$ cat src/rtl/run_ctrl_pkg.sv
// Shared types and constants for the CPU run controller: FSM state encoding and
// the default end-of-program instruction word.
package run_ctrl_pkg;

    typedef enum logic [1:0] {
        ST_IDLE,
        ST_RST,
        ST_RUN,
        ST_DONE
    } state_t;

    // beq $0,$0,-1: a core spinning on itself has finished its program
    localparam logic [31:0] HALT_WORD_DEFAULT = 32'h1000ffff;

    localparam int RST_CNT_W = 8;

endpackage

$ cat src/rtl/run_ctrl_halt_detect.sv
// Per-core halt detector: compares the core's current instruction against the
// halt word and keeps a sticky flag until the next run's reset phase.
module halt_detect
    import run_ctrl_pkg::*;
#(
    parameter logic [31:0] HALT_WORD = HALT_WORD_DEFAULT
) (
    input  logic        clk,
    input  logic        reset,
    input  logic        clear,
    input  logic        enable,
    input  logic [31:0] instr,
    output logic        halted,
    output logic        halted_nxt
);

    // Look-ahead value lets the controller see a core's final halt this cycle
    assign halted_nxt = halted | (enable && (instr == HALT_WORD));

    always_ff @(posedge clk) begin
        if (reset || clear) begin
            halted <= 1'b0;
        end else begin
            halted <= halted_nxt;
        end
    end

endmodule

$ cat src/rtl/run_ctrl.sv
// Run controller: holds the cores in reset, releases them for a bounded run and
// reports completion once every core has reached its halt instruction.
module run_ctrl
    import run_ctrl_pkg::*;
#(
    parameter int          NCORE      = 1,
    parameter int          RST_CYCLES = 2,
    parameter int          MAX_CYCLES = 10000,
    parameter int          CNT_W      = 32,
    parameter logic [31:0] HALT_WORD  = HALT_WORD_DEFAULT
) (
    input  logic                  clk,
    input  logic                  reset,
    input  logic                  start,
    input  logic [32*NCORE-1:0]   instr_i,
    output logic                  cpu_reset,
    output logic                  running,
    output logic                  done,
    output logic                  timeout,
    output logic [NCORE-1:0]      halted,
    output logic [CNT_W-1:0]      cycle_count
);

    state_t               state;
    state_t               state_nxt;
    logic [RST_CNT_W-1:0] rst_cnt;
    logic [NCORE-1:0]     halted_nxt;
    logic                 in_run;
    logic                 all_halted;
    logic                 budget_out;
    logic                 rst_entry;

    assign in_run     = (state == ST_RUN);
    assign all_halted = &halted_nxt;
    // A final halt in the last budget cycle counts as success, not timeout
    assign budget_out = in_run && !all_halted &&
                        (cycle_count == CNT_W'(MAX_CYCLES - 1));
    assign rst_entry  = (state_nxt == ST_RST) && (state != ST_RST);

    for (genvar k = 0; k < NCORE; k++) begin : g_core
        halt_detect #(
            .HALT_WORD (HALT_WORD)
        ) u_halt_detect (
            .clk        (clk),
            .reset      (reset),
            .clear      (rst_entry),
            .enable     (in_run),
            .instr      (instr_i[32*k +: 32]),
            .halted     (halted[k]),
            .halted_nxt (halted_nxt[k])
        );
    end

    always_comb begin
        state_nxt = state;
        case (state)
            ST_IDLE: if (start) state_nxt = ST_RST;
            ST_RST:  if (rst_cnt == RST_CNT_W'(RST_CYCLES - 1)) state_nxt = ST_RUN;
            ST_RUN:  if (all_halted || budget_out) state_nxt = ST_DONE;
            ST_DONE: if (start) state_nxt = ST_RST;
            default: state_nxt = ST_IDLE;
        endcase
    end

    // Status outputs are registered from the next state so they line up with it
    always_ff @(posedge clk) begin
        if (reset) begin
            state       <= ST_IDLE;
            rst_cnt     <= '0;
            cpu_reset   <= 1'b1;
            running     <= 1'b0;
            done        <= 1'b0;
            timeout     <= 1'b0;
            cycle_count <= '0;
        end else begin
            state     <= state_nxt;
            cpu_reset <= (state_nxt == ST_IDLE) || (state_nxt == ST_RST);
            running   <= (state_nxt == ST_RUN);
            done      <= (state_nxt == ST_DONE);
            rst_cnt   <= ((state == ST_RST) && (state_nxt == ST_RST)) ?
                         rst_cnt + RST_CNT_W'(1) : '0;
            if (rst_entry) begin
                timeout     <= 1'b0;
                cycle_count <= '0;
            end else if (in_run) begin
                if (budget_out) begin
                    timeout <= 1'b1;
                end else begin
                    cycle_count <= cycle_count + CNT_W'(1);
                end
            end
        end
    end

endmodule

$ cat config.mk
export PLATFORM = sky130hd
export DESIGN_NAME = run_ctrl
export DESIGN_NICKNAME = d
export VERILOG_FILES = /design/src/rtl/run_ctrl_pkg.sv /design/src/rtl/run_ctrl_halt_detect.sv /design/src/rtl/run_ctrl.sv
export SDC_FILE = /design/constraint.sdc
export NUM_CORES = 1
export LEC_CHECK = 0
export CELL_PAD_IN_SITES_DETAIL_PLACEMENT = 1
export CELL_PAD_IN_SITES_GLOBAL_PLACEMENT = 1
export CORE_MARGIN = 2
export CORE_UTILIZATION = 30
export CTS_CLUSTER_SIZE = 30
export DETAILED_ROUTE_END_ITERATION = 8
export PLACE_DENSITY = 0.83
export SYNTH_ARGS = -nofsm -noshare
export SYNTH_HDL_FRONTEND = slang
export SYNTH_HIERARCHICAL = 1
export SYNTH_SLANG_ARGS = --single-unit
$ cat constraint.sdc
create_clock -name clk -period 2.5 [get_ports clk]
set_input_delay 0.25 -clock clk [delete_from_list [all_inputs] [get_ports clk]]
set_output_delay 0.25 -clock clk [all_outputs]
set_load 0.005 [all_outputs]
==> Word-level counts from Yosys, hierarchy flattened <==
Index checks and enable logic that the tools add are counted.
{ "word_totals": {"elab_cells": 43, "in_bits": 35, "reg_bits": 47, "out_inout_bits": 37} }
{ "classes": {"n_reduce_logical": 16, "bitwise": 3, "addsub": 2, "n_eq_ne": 10, "n_mux": 4} }
{ "op_table": {"columns": ["op", "n"], "rows": [
  ["$add A32 B1 Y32 const B", 1],
  ["$eq A32 B14 Y1 const B", 1],
  ["$eq A32 B29 Y1 const B", 1],
  ["$add A8 B1 Y8 const B", 1],
  ["$eq A2 B2 Y1 const B", 4],
  ["$eq A8 B1 Y1 const B", 1],
  ["$mux W2", 3],
  ["$pmux W2 S3", 1],
  ["$reduce_or A2 Y1", 3],
  ["$logic_and A1 B1 Y1", 5],
  ["$eq A2 B1 Y1 const B", 2],
  ["$logic_not A2 Y1", 2],
  ["$reduce_and A2 Y1", 2],
  ["$logic_or A1 B1 Y1", 3],
  ["$ne A2 B1 Y1 const B", 1],
  ["$not A1 Y1", 2],
  ["$logic_not A1 Y1", 1],
  ["$or A1 B1 Y1", 1]
]} }

==> Depth between registers and ports, before layout <==
Gate-level depths: netlist (run 1).
{ "depth": {"ltp_word": 13, "ltp_mapped": 13, "mapped_depth_nobuf": 13} }

==> By module <==
Netlist (run 1), hierarchy kept.
{ "modules_own_cells": {"columns": ["mod", "seq_area_each_um2", "instances", "area_per_inst_um2", "cells_per_inst"], "rows": [
  ["run_ctrl", 920.9, 1, 2207.1, 263],
  ["halt_detect", 20.0, 1, 146.4, 17]
]} }

==> Least setup slack after synthesis (run 1) <==
Ideal clock, no wire load.
{ "synth_timing": {"path_type": "reg2reg", "from": "reg state[0]", "to": "reg g_core[0].u_halt_detect.halted", "required_ns": 2.385, "path_stages_with_launch": 14, "slack_ns": 0.007, "arrival_ns": 2.378, "path_buffers": 0, "setup_ns": 0.115, "period_less_slack_ns": 2.493, "path_cell_list": "dfxtp_1 -> inv_1 -> ha_1 -> nand4_1 -> nor4_2 -> a21o_2 -> nor3_1 -> nand4_1 -> nor3_1 -> o21ai_0 -> nor3_1 -> nor2_1 -> and2_1 -> a31o_1"} }
{ "synth_via": {"elab_chain_len": 12, "elab_cells_between_ends": 19, "cone_classes": "5 x eq/ne; 4 x mux; 1 x bitwise; 9 x reduce/logical"} }
{ "synth_rtl": {"columns": ["element", "line_no", "text"], "rows": [
  ["start: declaration", "run_ctrl.sv:24", "state_t state;"],
  ["start signal: assignment", "run_ctrl.sv:76", "state <= state_nxt;"],
  ["$eq A2 B2 Y1 (*)", "run_ctrl.sv:33", "assign in_run = (state == ST_RUN);"],
  ["via in_run", "run_ctrl.sv:28", "logic in_run;"],
  ["$logic_and A1 B1 Y1 (*)", "run_ctrl_halt_detect.sv:18", "assign halted_nxt = halted | (enable && (instr == HALT_WORD));"],
  ["$or A1 B1 Y1 (*)", "run_ctrl_halt_detect.sv:18", null],
  ["via all_halted", "run_ctrl.sv:29", "logic all_halted;"],
  ["$logic_not A1 Y1", "run_ctrl.sv:36", "assign budget_out = in_run && !all_halted &&"],
  ["$logic_and A1 B1 Y1 (2 in series)", "run_ctrl.sv:36", null],
  ["$logic_or A1 B1 Y1 (*)", "run_ctrl.sv:59", "ST_RUN: if (all_halted || budget_out) state_nxt = ST_DONE;"],
  ["$mux W2 (*)", "run_ctrl.sv:59", null],
  ["$pmux W2 S3 (*)", "run_ctrl.sv:56", "case (state)"],
  ["$eq A2 B1 Y1 (*)", "run_ctrl.sv:38", "assign rst_entry = (state_nxt == ST_RST) && (state != ST_RST);"],
  ["$logic_and A1 B1 Y1 (*)", "run_ctrl.sv:38", null],
  ["via rst_entry", "run_ctrl.sv:31", "logic rst_entry;"],
  ["$logic_or A1 B1 Y1 (*)", "run_ctrl_halt_detect.sv:21", "if (reset || clear) begin"],
  ["end signal: assignment", "run_ctrl_halt_detect.sv:24", "halted <= halted_nxt;"],
  ["end: declaration", "run_ctrl_halt_detect.sv:13", "output logic halted,"]
]} }
Mark *: on every way through the listed nets, which the timed path passes. The rest lies on a longest branch.
A chain may end at the register's enable or synchronous reset.

==> Final worst setup path (run 1) <==
Ends and elaborated chain as after synthesis.

==> results of run 1 <==
[tightest hold or removal path, cell delays in order, from the launching register on]
cell and delay [ns]:
dfxtp_1 0.34, nor2_1 0.05, nor2_1 0.07
[flip-flops by register name, summed over array words and instances (netlist names)]
name	flops
state	2
cycle_count	32
g_core.u_halt_detect/halted	1
done	1
rst_cnt	8
running	1
timeout	1
cpu_reset	1
[layout make-up]
cell class | instances | area, um2 | share of cell area, %
Clock buffer | 6 | 82.6 | 2.43
Clock inverter | 2 | 35.0 | 1.03
Inverter | 6 | 22.5 | 0.663
Multi-Input combinational cell | 220 | 1380 | 40.7
Sequential cell | 47 | 941 | 27.7
Tap cell | 102 | 128 | 3.76
Timing Repair Buffer | 82 | 806 | 23.7
[power by group]
| group | switching [mW] | internal, mW | total [mW] |
|---|---|---|---|
| combinational | 0.187 | 0.193 | 0.380 |
| sequential | 0.0253 | 0.775 | 0.800 |
| clock | 0.269 | 0.324 | 0.593 |
[metrics by stage]
step	total power, mW	TNS, ns
2_1_floorplan	1.01	0
3_3_place_gp	1.18	-0.122
3_5_place_dp	1.20	-0.679
4_1_cts	1.79	0
5_1_grt	1.86	-0.000334
6_report	1.77	0
[Yosys cell counts, drive strengths merged (3+ instances only)]
cell type  instances  area share, %
nand4             20            5.3
xnor2              4            1.5
nor4b              3            1.4
and4               6            2.3
and3               8            2.2
clkbuf             3           0.48
xor2              22            8.2
nand3             19            4.3
dfxtp             47             40
a21oi             10            2.1
nor2              47            7.5
or3                8            2.2
nor3               9            1.9
buf                4            1.1
o21ai              9            1.9
inv                6           0.96
ha                 6            3.2
nor4               8            2.7
nand2             17            2.7
[per-layer routing]
layer	GRT usage, %	share of wire [%]
met1	20.6	43
met2	31.6	53
met3	2.69	2.6
met4	5.35	1.4
met5	0	0
[how the worst min path moves through the flow]
stage	startpoint	to	slack, ns	cells past startpoint
global placement	timeout	timeout	0.46	2
detailed placement	timeout	timeout	0.47	2
finish	timeout	timeout	0.48	2
floorplan	reset	state[0]	0.32	1
CTS	timeout	timeout	0.49	2
global route	timeout	timeout	0.53	2
[logic make-up (layout without fill, tap and decap cells)]
| logic type | after synthesis | after routing | synth area share [%] |
|---|---|---|---|
| simple gates | 154 | 154 | 35.3 |
| flops | 47 | 47 | 40.0 |
| compound gates | 33 | 33 | 8.93 |
| xor+xnor | 26 | 26 | 9.68 |
| buf+inv | 13 | 96 | 2.50 |
| fa+ha+maj | 6 | 6 | 3.19 |
| mux | 1 | 1 | 0.425 |
[what timing repair did]
item	4_1_cts	5_1_grt
resized for setup	0	5
endpoints found under the hold margin	0	0
setup endpoints to repair	0	6
==> impl_metrics.ini, run 1 <==
[outcome]
status = complete, no violations

[layout]
final_cell_mix = 71 x clkdlybuf4s50_1, 47 x nor2_1, 47 x dfxtp_1, 22 x xor2_1, 20 x nand4_1
finalInstanceArea_um2 = 3400
fin_util_pct = 44.4
nFillCells = 902
finalNonFillerCells = 465
final_common_cell = clkdlybuf4s50_1
antennaDiodeCount = 0
drive_gt1_share_pct = 9.37
layout.nets = 403
syn_to_final_growth_pct = 44.3

[clock_tree]
htree_levels = 2
cts_root_buffer = clkbuf_8
cts_tree = done
cts_setup_buffers = 0
cts-buffers-inserted = 5
clock_tree.buffer_depth = 2
clock_latency_ns = 0.31
clk_pin_slew_ns = 0.09
clock_sinks = 47
holdBufCountCts = 0

[flow_run]
cap_violations = 0

[power_and_ir_drop]
p_leak_nw = 1.18
power_density_nw_per_um2 = 522
irDropWorstVdd_v = 0.000246

[setup_path]
critPathLaunch = state[0]
r2r_end = g_core[0].u_halt_detect/halted
slowest_delay_ns = 0.34
r2r-start = state[0]
path_cells = inv_1 > ha_1 > nand4_1 > nor4_2 > a21o_2 > nor3_2 > nand4_1 > nor3_2 > o21ai_0 > nor3_1 > nor2_1 > and2_1 > a31o_1
cp_num_cells = 13
critPathSlowestCell = dfxtp_1
rrSetupSlack_ns = 0.23
critPathKind = reg2reg
cp-start-kind = register
critical_path_arrival_ns = 2.48
critical_path_buf_inv_count = 1
critPathTopFamily = simple AND/OR/NAND/NOR gates
worst-path-max-fanout = 2
ff2ff_path_depth = 13
cp.required_ns = 2.71
cp-endpoint = g_core[0].u_halt_detect/halted
end_kind = register

[global_routing]
antenna_found_initial = 0
globalRouteOverflowTotal = 0
grt_max_degree = 21
grt_pass1_wl_um = 11900
track_usage_pct = 17.3
grt_pass1_vias = 2473

[place]
dpl.cell_count = 457
dp_hpwl_um = 5560
dp_slack_ns = -0.160
dpl_cell_area_um2 = 3250
gp_congestion = 0.817
io_buffers = 71

[yosys]
syn_area_um2 = 2350
synth-edff-count = 0
async_flop_share_pct = 0
yosys_register_bits = 47
synth_ff_type = dfxtp_1
synth-seq-area-share_pct = 40.0
syn-mean-instance-area_um2 = 8.41
yosysWarnings = 6
synthCells = 280
synth_nets = 321
synth.distinct_cells = 50

[floorplan]
die_x_um = 92.6
start_util_pct = 30.8
fp.dieArea_um2 = 8570
die_h_um = 92.6
rows = 32
ios = 72
core_um2 = 7650

[sta]
worstMarginPinSlew_ns = 0.573
min_period_over_period_pct = 90.7
fin_crit_ns = 2.27
whs_ns = 0.482
slew_violations = 0
clock_skew_ns = 0.00751
hold_violations = 0
fmax_ghz = 0.441
worst_slack_ns = 0.232
setup_viol = 0
maxSlewHeadroom_pct = 61.5

[route]
wirelength_um = 7220
vias_per_cell = 5.10
first_iter_violations = 85
dr.pass1.iters = 4
wl_per_cell_um = 15.5
route.detailed.drc = 0
num_vias = 2372
antenna_left = 0

[min_path]
hold_path.class = reg2reg
Note: power is estimated with default switching activity, not from simulation.
==> inputs of run 2 (changes only) <==
--- a/config.mk
+++ b/config.mk
@@ -12,6 +12,7 @@
 export CTS_CLUSTER_SIZE = 30
 export DETAILED_ROUTE_END_ITERATION = 8
 export PLACE_DENSITY = 0.83
+export SETUP_SLACK_MARGIN = 0.1
 export SYNTH_ARGS = -nofsm -noshare
 export SYNTH_HDL_FRONTEND = slang
 export SYNTH_HIERARCHICAL = 1
==> run 2 against run 1 <==
Critical path type unchanged. Total power is 3.8% lower. Combinational power is 18% higher. Worst hold slack better by 0.023 ns. Worst setup slack worse by 0.085 ns. Register-to-register slack worse by 0.08 ns. Highest routed layer unchanged. Final area is 0.33% higher. Final cell count is 1.3% higher. Critical path depth is 1 lower. Count of clock-buffer cells in the layout is 1 higher. Die area stayed put. Sequential power is 0.5% higher. Largest power group unchanged.
==> impl_metrics.ini, run 2 (synthesis results as in run 1) <==
[global_routing]
grt_max_degree = 14
antenna_found_initial = 0
grt_pass1_wl_um = 11700
grt_pass1_vias = 2413
grt_use_met1_pct = 21.3
met2_usage_pct = 29.2
track_usage_pct = 16.9
use_met3_pct = 3.25
grt_most_used_layer = met2
globalRouteOverflowTotal = 0

[layout]
largest_reg_flops = 32
antennaDiodeCount = 0
layout.nets = 409
reg.largest.list = cycle_count (32), rst_cnt (8), state (2)
finalInstanceArea_um2 = 3410
drive_gt1_share_pct = 10.6
syn_to_final_growth_pct = 44.8
final_cell_mix = 71 x clkdlybuf4s50_1, 47 x nor2_1, 45 x dfxtp_1, 22 x xor2_1, 20 x nand4_1
regMostFlops = cycle_count
final_common_cell = clkdlybuf4s50_1

[setup_path]
critPathKind = reg2reg
r2r_end = g_core[0].u_halt_detect/halted
critical_path_buf_inv_count = 2
r2r-start = state[0]
end_kind = register
worst-path-max-fanout = 4
path_cells = inv_1 > ha_4 > nand4_1 > nor4_2 > a21o_2 > a2111o_1 > buf_4 > o21ai_1 > nor3_1 > nor2_1 > and2_1 > a31o_1
cp-start-kind = register
critPathSlowestCell = dfxtp_2
slowest_delay_ns = 0.33
ff2ff_path_depth = 12
critical_path_arrival_ns = 2.55
rrSetupSlack_ns = 0.15
cp.required_ns = 2.70
critPathTopFamily = simple AND/OR/NAND/NOR gates

[min_path]
worstHoldStart = timeout
whs_path_depth = 2
holdPathEnd = timeout
hold_path.class = reg2reg

[power_and_ir_drop]
irDropWorstVdd_v = 0.000215
p_total_mw = 1.71
power_density_nw_per_um2 = 501
p_leak_nw = 1.19

[place]
io_buffers = 71
dpl_cell_area_um2 = 3290
dp_hpwl_um = 5380
gp_congestion = 0.843

[clock_tree]
holdBufCountCts = 0
clock_latency_ns = 0.30
clock_tree.buffer_depth = 2
clock_sinks = 47
cts-buffers-inserted = 5
cts_root_buffer = clkbuf_8
cts_tree = done
htree_levels = 2
clk_pin_slew_ns = 0.08

[route]
wirelength_um = 7010
vias_per_cell = 5.13
wl_per_cell_um = 14.9
dr.pass1.iters = 4
num_vias = 2414
antenna_left = 0
route.detailed.drc = 0
first_iter_violations = 95

[sta]
maxSlewHeadroom_pct = 63.6
setup_viol = 0
clock_skew_ns = 0.00654
whs_ns = 0.505
hold_violations = 0
rsz0062_at_grt = true
fin_crit_ns = 2.35
slew_violations = 0
fmax_ghz = 0.425
worstMarginPinSlew_ns = 0.541
min_period_over_period_pct = 94.1

[floorplan]
ios = 72
die_h_um = 92.6
start_util_pct = 30.8
fp.dieArea_um2 = 8570
die_x_um = 92.6
core_um2 = 7650
rows = 32

[flow_run]
cap_violations = 0

[outcome]
status = complete, no violations
## run 2: changes by cell type in the layout (fill, tap and decap cells not counted), sizes merged
cell,previous run,this run
buf,11,17
bufinv,1,0
clkbuf,6,7
## run 2: per-layer routing
layer	vias to the layer above	routed length (um)
met3	9	221
met5	-	0
li1	1189	-
met4	0	93
met1	1177	3100
met2	39	3590
## run 2: worst max-delay path by stage
stage / cells after the start / end / slack [ns] / from
finish: 12 / g_core[0].u_halt_detect/halted / 0.15 / state[0]
floorplan: 13 / g_core[0].u_halt_detect/halted / 0.11 / state[0]
global placement: 13 / g_core[0].u_halt_detect/halted / -0.05 / instr_i[27]
global route: 9 / cycle_count[1] / 0.005 / state[1]
detailed placement: 13 / g_core[0].u_halt_detect/halted / -0.13 / instr_i[27]
CTS: 13 / g_core[0].u_halt_detect/halted / 0.15 / state[0]
## run 2: worst min-delay path, cell delays in order, from the launching register on
cell,delay [ns]
dfxtp_1,0.33
nor2_1,0.10
nor2_1,0.04
## run 2: cell type report
class	instances	area (um2)
fillers	931	4240
multi-input cells	220	1380
flip-flops and latches	47	943
repair buffers	88	851
well taps	102	128
clock buffers	7	76.3
inverters	6	22.5
clock inverters	1	5.00
## run 2: through the flow
| stage | worst slack (ns) | std cells | utilization [%] | setup TNS (ns) |
|---|---|---|---|---|
| floorplan | 0.109 | 280 | - | 0 |
| global placement | -0.0510 | 461 | 43.0 | -0.0743 |
| detailed placement | -0.127 | 461 | 43.0 | -0.504 |
| CTS | 0.147 | 469 | 44.1 | 0 |
| global route | 0.00494 | 471 | 44.6 | 0 |
| finish | 0.147 | 471 | 44.6 | 0 |
## run 2: power breakdown
group | leakage, nW | internal [mW] | switching, mW
combinational | 0.764 | 0.237 | 0.211
clock | 0.0422 | 0.197 | 0.257
sequential | 0.380 | 0.777 | 0.0270
total | 1.19 | 1.21 | 0.496
## run 2: repair_timing
item	CTS	global route
setup buffers	0	2
endpoints found under the setup margin	1	22
pin swaps	1	10
gates resized for setup	1	6
endpoints found under the hold margin	0	0
